## src/rtl/vga_apb_arbiter.sv

```systemverilog
// Two-requester APB arbiter in front of the VGA frame-buffer slave.
// Round-robin grant, one IDLE cycle between transfers, ACCESS timeout with forced error.
module vga_apb_arbiter #(
   parameter int unsigned TIMEOUT = 16
) (
   input  logic        clock,
   input  logic        reset,
   // requester 0 (CPU)
   input  logic [31:0] m0_paddr,
   input  logic [31:0] m0_pwdata,
   input  logic        m0_psel,
   input  logic        m0_penable,
   input  logic        m0_pwrite,
   input  logic [2:0]  m0_pprot,
   input  logic [3:0]  m0_pstrb,
   output logic        m0_pready,
   output logic        m0_pslverr,
   output logic [31:0] m0_prdata,
   // requester 1 (DMA/blitter)
   input  logic [31:0] m1_paddr,
   input  logic [31:0] m1_pwdata,
   input  logic        m1_psel,
   input  logic        m1_penable,
   input  logic        m1_pwrite,
   input  logic [2:0]  m1_pprot,
   input  logic [3:0]  m1_pstrb,
   output logic        m1_pready,
   output logic        m1_pslverr,
   output logic [31:0] m1_prdata,
   // shared bus to the slave
   output logic [31:0] out_paddr,
   output logic [31:0] out_pwdata,
   output logic        out_psel,
   output logic        out_penable,
   output logic        out_pwrite,
   output logic [2:0]  out_pprot,
   output logic [3:0]  out_pstrb,
   input  logic        out_pready,
   input  logic        out_pslverr,
   input  logic [31:0] out_prdata
);

   localparam int unsigned CntW = $clog2(TIMEOUT);

   typedef enum logic [1:0] {StIdle, StSetup, StAccess} state_t;

   state_t            state_q, state_d;
   logic              gnt_q, gnt_d;
   logic              last_q, last_d;
   logic [CntW-1:0]   cnt_q, cnt_d;
   logic              timeout;
   logic              complete;
   logic              unused_penable;

   // Pending is decided by psel alone, so requester penable carries no information here.
   assign unused_penable = m0_penable ^ m1_penable;

   assign timeout  = (state_q == StAccess) && (cnt_q == CntW'(TIMEOUT - 1)) && !out_pready;
   assign complete = (state_q == StAccess) && (out_pready || (cnt_q == CntW'(TIMEOUT - 1)));

   always_ff @(posedge clock or posedge reset) begin
      if (reset) begin
         state_q <= StIdle;
         gnt_q   <= 1'b0;
         last_q  <= 1'b1;
         cnt_q   <= '0;
      end else begin
         state_q <= state_d;
         gnt_q   <= gnt_d;
         last_q  <= last_d;
         cnt_q   <= cnt_d;
      end
   end

   always_comb begin
      state_d = state_q;
      gnt_d   = gnt_q;
      last_d  = last_q;
      cnt_d   = cnt_q;
      unique case (state_q)
         StIdle: begin
            if (m0_psel || m1_psel) begin
               state_d = StSetup;
               gnt_d   = (m0_psel && m1_psel) ? ~last_q : m1_psel;
            end
         end
         StSetup: begin
            state_d = StAccess;
            cnt_d   = '0;
         end
         StAccess: begin
            if (complete) begin
               state_d = StIdle;
               last_d  = gnt_q;
            end else begin
               cnt_d = cnt_q + CntW'(1);
            end
         end
         default: state_d = StIdle;
      endcase
   end

   always_comb begin
      out_psel    = 1'b0;
      out_penable = 1'b0;
      out_paddr   = '0;
      out_pwdata  = '0;
      out_pwrite  = 1'b0;
      out_pprot   = '0;
      out_pstrb   = '0;
      m0_pready   = 1'b0;
      m0_pslverr  = 1'b0;
      m0_prdata   = '0;
      m1_pready   = 1'b0;
      m1_pslverr  = 1'b0;
      m1_prdata   = '0;
      if (state_q != StIdle) begin
         out_psel    = 1'b1;
         out_penable = (state_q == StAccess);
         if (gnt_q) begin
            out_paddr  = m1_paddr;
            out_pwdata = m1_pwdata;
            out_pwrite = m1_pwrite;
            out_pprot  = m1_pprot;
            out_pstrb  = m1_pstrb;
         end else begin
            out_paddr  = m0_paddr;
            out_pwdata = m0_pwdata;
            out_pwrite = m0_pwrite;
            out_pprot  = m0_pprot;
            out_pstrb  = m0_pstrb;
         end
      end
      // A requester that abandoned its transfer gets no response.
      if (complete) begin
         if (gnt_q && m1_psel) begin
            m1_pready  = 1'b1;
            m1_pslverr = timeout | out_pslverr;
            m1_prdata  = timeout ? '0 : out_prdata;
         end else if (!gnt_q && m0_psel) begin
            m0_pready  = 1'b1;
            m0_pslverr = timeout | out_pslverr;
            m0_prdata  = timeout ? '0 : out_prdata;
         end
      end
   end

endmodule

```

## config.mk

```make
export PLATFORM = sky130hd
export DESIGN_NAME = vga_apb_arbiter
export DESIGN_NICKNAME = d
export VERILOG_FILES = /design/src/rtl/vga_apb_arbiter.sv
export SDC_FILE = /design/constraint.sdc
export NUM_CORES = 1
export LEC_CHECK = 0
export BUFFER_PORTS_ARGS = -buffer_cell sky130_fd_sc_hd__buf_2
export CORE_AREA = 2 2 128 130
export CTS_BUF_LIST = sky130_fd_sc_hd__clkbuf_2
export DETAILED_ROUTE_END_ITERATION = 7
export DIE_AREA = 0 0 130 132
export PLACE_DENSITY_LB_ADDON = 0.05
export SLEW_MARGIN = 20
export SYNTH_ARGS = -nofsm -noshare
export SYNTH_HDL_FRONTEND = slang
export SYNTH_SLANG_ARGS = --single-unit
```

## constraint.sdc

```tcl
create_clock -name clock -period 2.8 [get_ports clock]
set_clock_uncertainty 0.05 [all_clocks]
set_input_delay 0.28 -clock clock [delete_from_list [all_inputs] [get_ports clock]]
set_output_delay 0.28 -clock clock [all_outputs]
set_load 0.01 [all_outputs]
```

==> flow_summary.json <==
{
  "run_status": "complete, no violations",
  "path_class": "reg -> out",
  "hold_viol": 0,
  "synth-edff-count": 0,
  "ys.flop_type": "dfrtp_1",
  "wl_met2_mm": 6.614,
  "cts_buffer_depth": 2,
  "fin_nets": 782,
  "dp.final_hpwl_mm": 10.11,
  "diodes": 0,
  "holdPathStages": 2,
  "drc": 0,
  "post_synth_fa_ha_maj_area_fraction_pct": 0.6105,
  "cts_tree": "yes",
  "area_growth_syn_to_layout_pct": 89.44,
  "synth_top_family_by_area": "simple AND/OR/NAND/NOR gates",
  "worstMarginPinSlew_ps": 457.1,
  "yosysUniqueCellTypes": 30,
  "first_global_vias": 3004,
  "antenna_found_initial": 0,
  "cts_setup_buffers": 0,
  "reg2reg_setup_slack_ps": 1170,
  "wl_per_cell_um": 14.19,
  "max_freq_mhz": 456.5,
  "cap_violations": 0,
  "clk_latency_ps": 240,
  "path_max_fanout": 32,
  "synth.avg_cell_area_um2": 7.242,
  "synth_fp_nets": 468,
  "mostFrequentLayoutCell": "buf_2",
  "antenna_left": 0,
  "start_util_pct": 13.04,
  "grt-ovfl-total": 0,
  "routed.top_layer": "met4",
  "tns_ps": 0,
  "numCtsBuffers": 3,
  "cp.required_ps": 2470,
  "firstDrtPassIters": 4,
  "drtIter0Drc": 62,
  "ys_seq_elements": 8,
  "hp-class": "in -> reg",
  "met1Wirelength_mm": 4.030,
  "power.density_nw_per_um2": 701.5,
  "synth_compound_area_share_pct": 3.358,
  "synth_warnings": 0,
  "cp-end-kind": "output pin",
  "fp.dieW_um": 130,
  "dr_total_vias": 3019,
  "synthesis.area_um2": 2049,
  "p_leak_nw": 2.525,
  "yosys.area_share.simple_pct": 40.72,
  "setup_viol": 0,
  "r2r_cells": 4,
  "grt_max_degree": 39,
  "wl_met3_um": 785,
  "setup_ws_ps": 609.4,
  "hold_ws_ps": 190.8,
  "yosysSeqAreaShare_pct": 9.829,
  "ioPinCount": 326,
  "grt_usage_pct": 12.38,
  "port_buffers": 323,
  "slew_headroom_pct": 69.46,
  "rows": 46,
  "muxShareOfSynthArea_pct": 36.20,
  "drv_slew": 0,
  "worstReg2RegEnd": "gnt_q",
  "clkTransAtPathRegs_ps": 90,
  "routabilityCongestion": 0.7564,
  "cts_resized": 0,
  "ir_drop_v": 0.0002899,
  "min-delay-start": "m0_psel",
  "chipHeight_um": 132,
  "htreeDepth": 1,
  "hold_end": "gnt_q",
  "p_total_mw": 2.723,
  "fin_crit_sh_pct": 78.23,
  "synthCells": 283,
  "synthArstFlopShare_pct": 100.0,
  "drive_gt1_share_pct": 58.22,
  "fin_util_pct": 24.71,
  "hold_buffers": 1,
  "dp_slack_ps": 854.9,
  "worst_ep_arrival_time_ps": 1860,
  "final.min_clock_period_ps": 2191,
  "synth-xor-area-share_pct": 0,
  "cts_num_sinks": 8,
  "root_buffer": "clkbuf_2",
  "grt_pass1_wl_mm": 16.75,
  "rsz0062_at_grt": "no",
  "drt_wl_total_mm": 11.53,
  "layout_common_cells": "buf_2, nor2_1, mux2i_1",
  "viasPerCell": 3.718,
  "cp-start-kind": "register",
  "core_um2": 15710,
  "r2r-start": "state_q[1]",
  "die-area_um2": 17160
}
[per-layer routing]
metal  vias to the layer above  GRT usage, %
met5                         -             0
met4                         0         1.553
met3                         6         2.232
met2                       143         25.92
met1                      1315         12.58
li1                       1555             -
[synth_stat cells (3+ instances only)]
| master | n | share of area (%) |
|---|---|---|
| nand2_1 | 5 | 0.92 |
| nor2_1 | 77 | 14 |
| buf_4 | 7 | 2.6 |
| inv_1 | 4 | 0.73 |
| a31oi_1 | 3 | 0.92 |
| buf_2 | 8 | 2.0 |
| nand2b_1 | 3 | 0.92 |
| a21oi_1 | 3 | 0.73 |
| dfrtp_1 | 7 | 8.5 |
| buf_6 | 6 | 3.3 |
| mux2i_1 | 73 | 36 |
| and2_1 | 64 | 20 |
[stage by stage]
stage	cell area [um^2]	std cells
3_3_place_gp	3852	807
5_1_grt	3882	812
3_5_place_dp	3852	807
6_report	3882	812
4_1_cts	3882	812
2_1_floorplan	2049	283
[worst max-delay path, stage by stage, from the launching register on]
cell and delay (ps):
dfrtp_4 590, nand2b_1 280, nor3_4 140, buf_4 290
and2_1 160, buf_2 140
[report_power, final]
part	internal (mW)	total, mW	switching, mW
clock	0.0380	0.0840	0.0460
combinational	1.03	2.40	1.36
sequential	0.163	0.242	0.0784
total	1.24	2.72	1.49
[registers in the layout (all words and copies together), names as in the netlist]
signal   count
cnt_q        4
gnt_q        1
last_q       1
state_q      2
[worst max-delay path by stage]
stage	startpoint	endpoint	depth (start not counted)
after floorplan	gnt_q	m0_prdata[10]	5
after global placement	gnt_q	m0_prdata[31]	5
after global routing	gnt_q	m0_prdata[0]	5
after CTS	gnt_q	m0_prdata[22]	5
after detailed placement	gnt_q	m0_prdata[22]	5
final	gnt_q	m0_prdata[29]	5
[kinds of logic (layout without fill, tap and decap cells)]
group                      count (synthesis)  after routing
adders and majority gates                  1              1
and+or+nand+nor                          161            161
muxes                                     74             74
DFF                                        8              8
buffers and inverters                     29            342
AOI/OAI and AO/OA                         10             10
[layout make-up]
type                       instances  area, um^2
fill                            1830       11830
clock buffer                       4       20.02
inverter                           6       22.52
multi-input combinational        246        1665
tap                              216       270.3
timing repair buffer             332        1699
sequential                         8       205.2
Note: power is estimated with default switching activity, not from simulation.
